`config.mk`:
```
export PLATFORM = sky130hd
export DESIGN_NAME = regfile_wb_arbiter
export DESIGN_NICKNAME = d
export VERILOG_FILES = /design/src/rtl/regfile_wb_arbiter.sv
export SDC_FILE = /design/constraint.sdc
export NUM_CORES = 1
export LEC_CHECK = 0
export ABC_AREA = 1
export BUFFER_PORTS_ARGS = -buffer_cell sky130_fd_sc_hd__buf_4
export CORE_ASPECT_RATIO = 0.5
export CORE_MARGIN = 2
export CORE_UTILIZATION = 46
export DETAILED_ROUTE_END_ITERATION = 10
export GPL_TIMING_DRIVEN = 0
export PLACE_DENSITY = 0.8
export SKIP_LAST_GASP = 1
export SYNTH_ARGS = -nofsm -noshare
export SYNTH_HDL_FRONTEND = slang
export SYNTH_SLANG_ARGS = --single-unit
```
`constraint.sdc`:
```
create_clock -name clk -period 1.45 [get_ports clk]
set_input_delay 0.2175 -clock clk [delete_from_list [all_inputs] [get_ports clk]]
set_output_delay 0.2175 -clock clk [all_outputs]
set_load 0.02 [all_outputs]
```
`src/rtl/regfile_wb_arbiter.sv`:
```
// Register-file writeback arbiter: optional x1..x31 clear sequence after reset,
// then round-robin arbitration of ALU (A) and load (B) writebacks into one write port.
//
// state | meaning
// ------+---------------------------------------------------------------
// INIT  | clearing x1..x31 with INIT_VAL, one write per edge, no grants
// RUN   | arbitrating A/B writeback requests, one grant per cycle
module regfile_wb_arbiter #(
    parameter bit          INIT_EN  = 1'b1,
    parameter logic [31:0] INIT_VAL = 32'h0000_0000
) (
    input  logic        clk,
    input  logic        rest,
    input  logic        a_valid,
    input  logic [4:0]  a_rd,
    input  logic [31:0] a_data,
    output logic        a_ready,
    input  logic        b_valid,
    input  logic [4:0]  b_rd,
    input  logic [31:0] b_data,
    output logic        b_ready,
    output logic        we,
    output logic [4:0]  rd_a,
    output logic [31:0] rd_dt,
    output logic        init_done
);

    localparam logic ST_INIT = 1'b0;
    localparam logic ST_RUN  = 1'b1;

    logic       state;
    logic [4:0] init_cnt;
    logic       prio;
    logic       run_ok;
    logic       grant_a;
    logic       grant_b;

    // Readies are also held low while reset is asserted, even when INIT_EN=0
    // leaves the FSM sitting in RUN during reset.
    assign run_ok    = (state == ST_RUN) && rest;
    assign grant_a   = run_ok && a_valid && (!b_valid || !prio);
    assign grant_b   = run_ok && b_valid && (!a_valid || prio);
    assign a_ready   = grant_a;
    assign b_ready   = grant_b;
    assign init_done = (state == ST_RUN);

    always_ff @(posedge clk or negedge rest) begin
        if (!rest) begin
            state    <= INIT_EN ? ST_INIT : ST_RUN;
            init_cnt <= 5'd1;
            prio     <= 1'b0;
            we       <= 1'b0;
            rd_a     <= 5'd0;
            rd_dt    <= 32'h0;
        end else begin
            case (state)
                ST_INIT: begin
                    we       <= 1'b1;
                    rd_a     <= init_cnt;
                    rd_dt    <= INIT_VAL;
                    init_cnt <= init_cnt + 5'd1;
                    if (init_cnt == 5'd31) begin
                        state <= ST_RUN;
                    end
                end
                default: begin
                    if (grant_a) begin
                        we    <= (a_rd != 5'd0);
                        rd_a  <= a_rd;
                        rd_dt <= a_data;
                    end else if (grant_b) begin
                        we    <= (b_rd != 5'd0);
                        rd_a  <= b_rd;
                        rd_dt <= b_data;
                    end else begin
                        we <= 1'b0;
                    end
                    // Contention hands the next tie to whoever lost this one.
                    if (a_valid && b_valid) begin
                        prio <= !prio;
                    end
                end
            endcase
        end
    end

endmodule

```
==> implementation parameters <==
Parameter                              Value

Status
  Run status ... complete, but fails checks
  Violations in the final reports ... hold timing, setup timing

Critical path
  Reg2reg start ... init_done$_DFF_PN0_
  Total number of cells along the worst setup path ... 6
  Library cell appearing most often on the critical path ... nand2_4
  Critical path cell sequence ... nand2_4, nor2_4, nand2_4, clkinv_4, buf_8, buf_6
  Terminus of the critical flop-to-flop path ... rd_dt[28]$_DFFE_PN0P_
  Max FO, Critical Path ... 4
  Buffers & Inverters on Critical Path ... 3
  Kind of cell adding the most delay to the critical path ... flip-flops
  Critical path class ... flip-flop to output pin
  Highest cell delay on the worst timing path ... 450 ps
  Worst endpoint required time ... 1230 ps
  Cell at the slowest stage of the critical path ... dfrtp_2
  Path depth of the worst reg2reg path ... 10
  Kind of end point of the critical path ... output pin
  Slack of the worst reg-to-reg path ... -40 ps
  Crit start category ... flip-flop
  Arrival time at the worst endpoint ... 1290 ps

Placement
  Half-perimeter wire length after placement ... 5170 um
  Placed cell count ... 529
  I/O Buffers ... 118
  DP Worst Slack ... -510 ps
  Weighted congestion reported at the end of routability-driven placement ... 0.910

Flow run
  Reported max-cap violation count ... 0

Power and ir drop
  Combinational share of power ... 45.3%
  Switching power as a share of total power ... 37.6%
  Switching power ... 1.96 mW
  Flop pwr share ... 35.4%
  Final Power ... 5.22 mW
  Internal power contribution ... 3.26 mW
  Power share of the clock group ... 19.3%
  Total power divided by cell area ... 1320 nW/um2
  Worst IR Drop VDD ... 0.800 mV
  Cell leakage power ... 2.27 nW

Floorplanning
  Height of the chip ... 55.9 um
  Top-level I/O count ... 119
  Number of cell rows ... 18
  DIE WIDTH ... 108 um
  Starting Density ... 48.9%
  Placeable Area ... 5070 um2
  Die area ... 6030 um2

Timing
  Minimum hold slack ... -175 ps
  Setup skew after layout ... 15.6 ps
  Shortest period the worst path allows ... 1500 ps
  Peak clock frequency supported by timing ... 665 MHz
  Post-route fraction of the period consumed by the critical path ... 104%
  Relative slew margins ... 69.6%
  Number of hold-slack violations in the final timing report ... 44
  Actual slew at the worst max-slew pin ... 456 ps
  Number of endpoints failing setup at the final stage ... 7
  TNS Setup ... -224 ps
  Worst path setup slack after routing ... -53.1 ps
  Final-report max-slew violation count ... 0
  RSZ-0062 raised after global routing ... true

Layout
  Share of the core filled with cells in the final layout ... 78.1%
  Most common library cell in the layout ignoring fill and taps ... nand2_1
  Area delta synth->final ... 59.7%
  Filler instances ... 350
  Final non-filler cell total ... 553
  Final antenna diode count ... 0
  Commonest cells after routing, fill and taps aside ... nand2_1 (162), buf_4 (130), dfrtp_1 (43), nand3_1 (41), nand2_2 (30)
  Nets ... 562
  Area of the multi-input gates ... 1280 um2
  Layout cell share with drive strength beyond 1 ... 44.1%
  Storage element area ... 1130 um2

Clock tree
  Num CTS Buffers ... 5
  Total number of clock tree sinks ... 45
  TritonCTS clock tree ... done
  CTS clk-pin slew, worst paths ... 90 ps
  Max Root-Sink Buffers ... 2
  Number of levels the H-tree was split into ... 2
  Clock latency on the worst-skew pair ... 300 ps
  Root buf cell ... clkbuf_8

Worst hold path
  HP Class ... input port to asynchronous set/reset pin

Route
  Antenna-violating nets left ... 0
  DRC errors left ... 0
  First-pass DRT Iterations ... 5
  Final wirelength ... 8020 um
  WL/cell ... 14.5 um
  Via count ... 2816
  DRT iter0 DRCs ... 193
  Avg Vias per Cell ... 5.09

Synth
  Area of the mapped netlist ... 2480 um2
  Share of the yosys chip area belonging to registers ... 45.5%
  Synth Area per Inst ... 7.27 um2
  Synthesized instance count ... 341
  Flip-flop and latch count after synthesis ... 45
  Distinct cell type count after synthesis ... 25
  Syn Nets ... 421
  Number of warnings issued by yosys ... 0

GRT
  Number of global-route vias before repair ... 2573
  Pin count of the biggest net entering global routing ... 47
  Overall track demand over capacity in global routing ... 24.3%
  Overall overflow remaining after global route ... 0
  First-pass GRT wire length ... 11600 um
  Antenna violations before repair ... 0
[metrics by stage]
stage	cell area [um2]	hold slack, ps
final	3960	-175
after global routing	3960	-139
after CTS	3690	-143
after detailed placement	3450	260
after global placement	3450	250
after floorplan	2480	-78.1
[what timing repair did]
item,4_1_cts,5_1_grt
setup endpoints to repair,40,37
gates resized for setup,16,58
gates cloned,0,4
buffers inserted,9,3
endpoints found under the hold margin,44,44
pin swaps,2,29
[layout make-up]
type                            count  area share, %
Buffer                             19           5.06
Clock inverter                      1          0.758
Timing Repair Buffer              134           27.6
Sequential cell                    45           28.5
Tap cell                           70           2.21
Inverter                           14           1.45
Multi-Input combinational cell    263           32.3
Clock buffer                        7           2.18
[logic make-up (layout without fill, tap and decap cells)]
logic type                 Yosys count  in the layout  synth area share [%]
and+or+nand+nor                    254            254                  43.9
buffers and inverters               33            175                  7.47
xor gates and xnor gates             4              4                  1.41
DFF                                 45             45                  45.5
AOI/OAI and AO/OA                    3              3                 0.706
adders and majority gates            2              2                  1.01
[Yosys cell counts]
master    count  area share, %
dfrtp_1      44             44
buf_2         9            1.8
nor2_2        1           0.25
ha_1          2            1.0
nand2_2       2           0.50
clkbuf_1      3           0.45
nand2_1     194             29
nand3_1      41            8.3
inv_2         1           0.15
o21ai_1       1           0.20
o21ai_0       1           0.20
nand4_1       1           0.25
buf_6         5            2.3
buf_4         2           0.61
nand3_2      10            4.0
and3_1        1           0.25
nor2_1        2           0.30
dfstp_2       1            1.1
o31ai_1       1           0.30
xnor2_1       3            1.1
inv_1        12            1.8
clkinv_4      1           0.35
xor2_1        1           0.35
or2_2         1           0.25
nor2_4        1           0.45
[layer usage]
| layer | share of wire (%) | global-route usage [%] |
|---|---|---|
| met5 | 0 | 0 |
| met4 | 3.1 | 6.96 |
| met3 | 5.6 | 5.04 |
| met2 | 50 | 43.0 |
| met1 | 41 | 30.0 |
[worst max path at each step]
stage	to	from
3_5_place_dp	rd_a[0]$_DFFE_PN0P_	rest
4_1_cts	a_ready	init_done$_DFF_PN0_
5_1_grt	rd_dt[28]$_DFFE_PN0P_	init_done$_DFF_PN0_
2_1_floorplan	we$_DFF_PN0_	init_done$_DFF_PN0_
3_3_place_gp	a_ready	rest
6_report	a_ready	init_done$_DFF_PN0_
[power groups by stage]
stage | Combinational [mW] | Sequential, mW | Clock (mW)
floorplan | 0.715 | 2.27 | 0
global placement | 2.04 | 1.84 | 0
detailed placement | 2.08 | 1.86 | 0
CTS | 2.16 | 1.84 | 1.00
global route | 2.53 | 1.89 | 1.07
finish | 2.36 | 1.85 | 1.01
[sequential cells by signal (all words and copies together) (netlist names)]
register,cells
init_done,1
rd_a,5
we,1
init_cnt,5
rd_dt,32
prio,1
(Power assumes the default switching activity.)
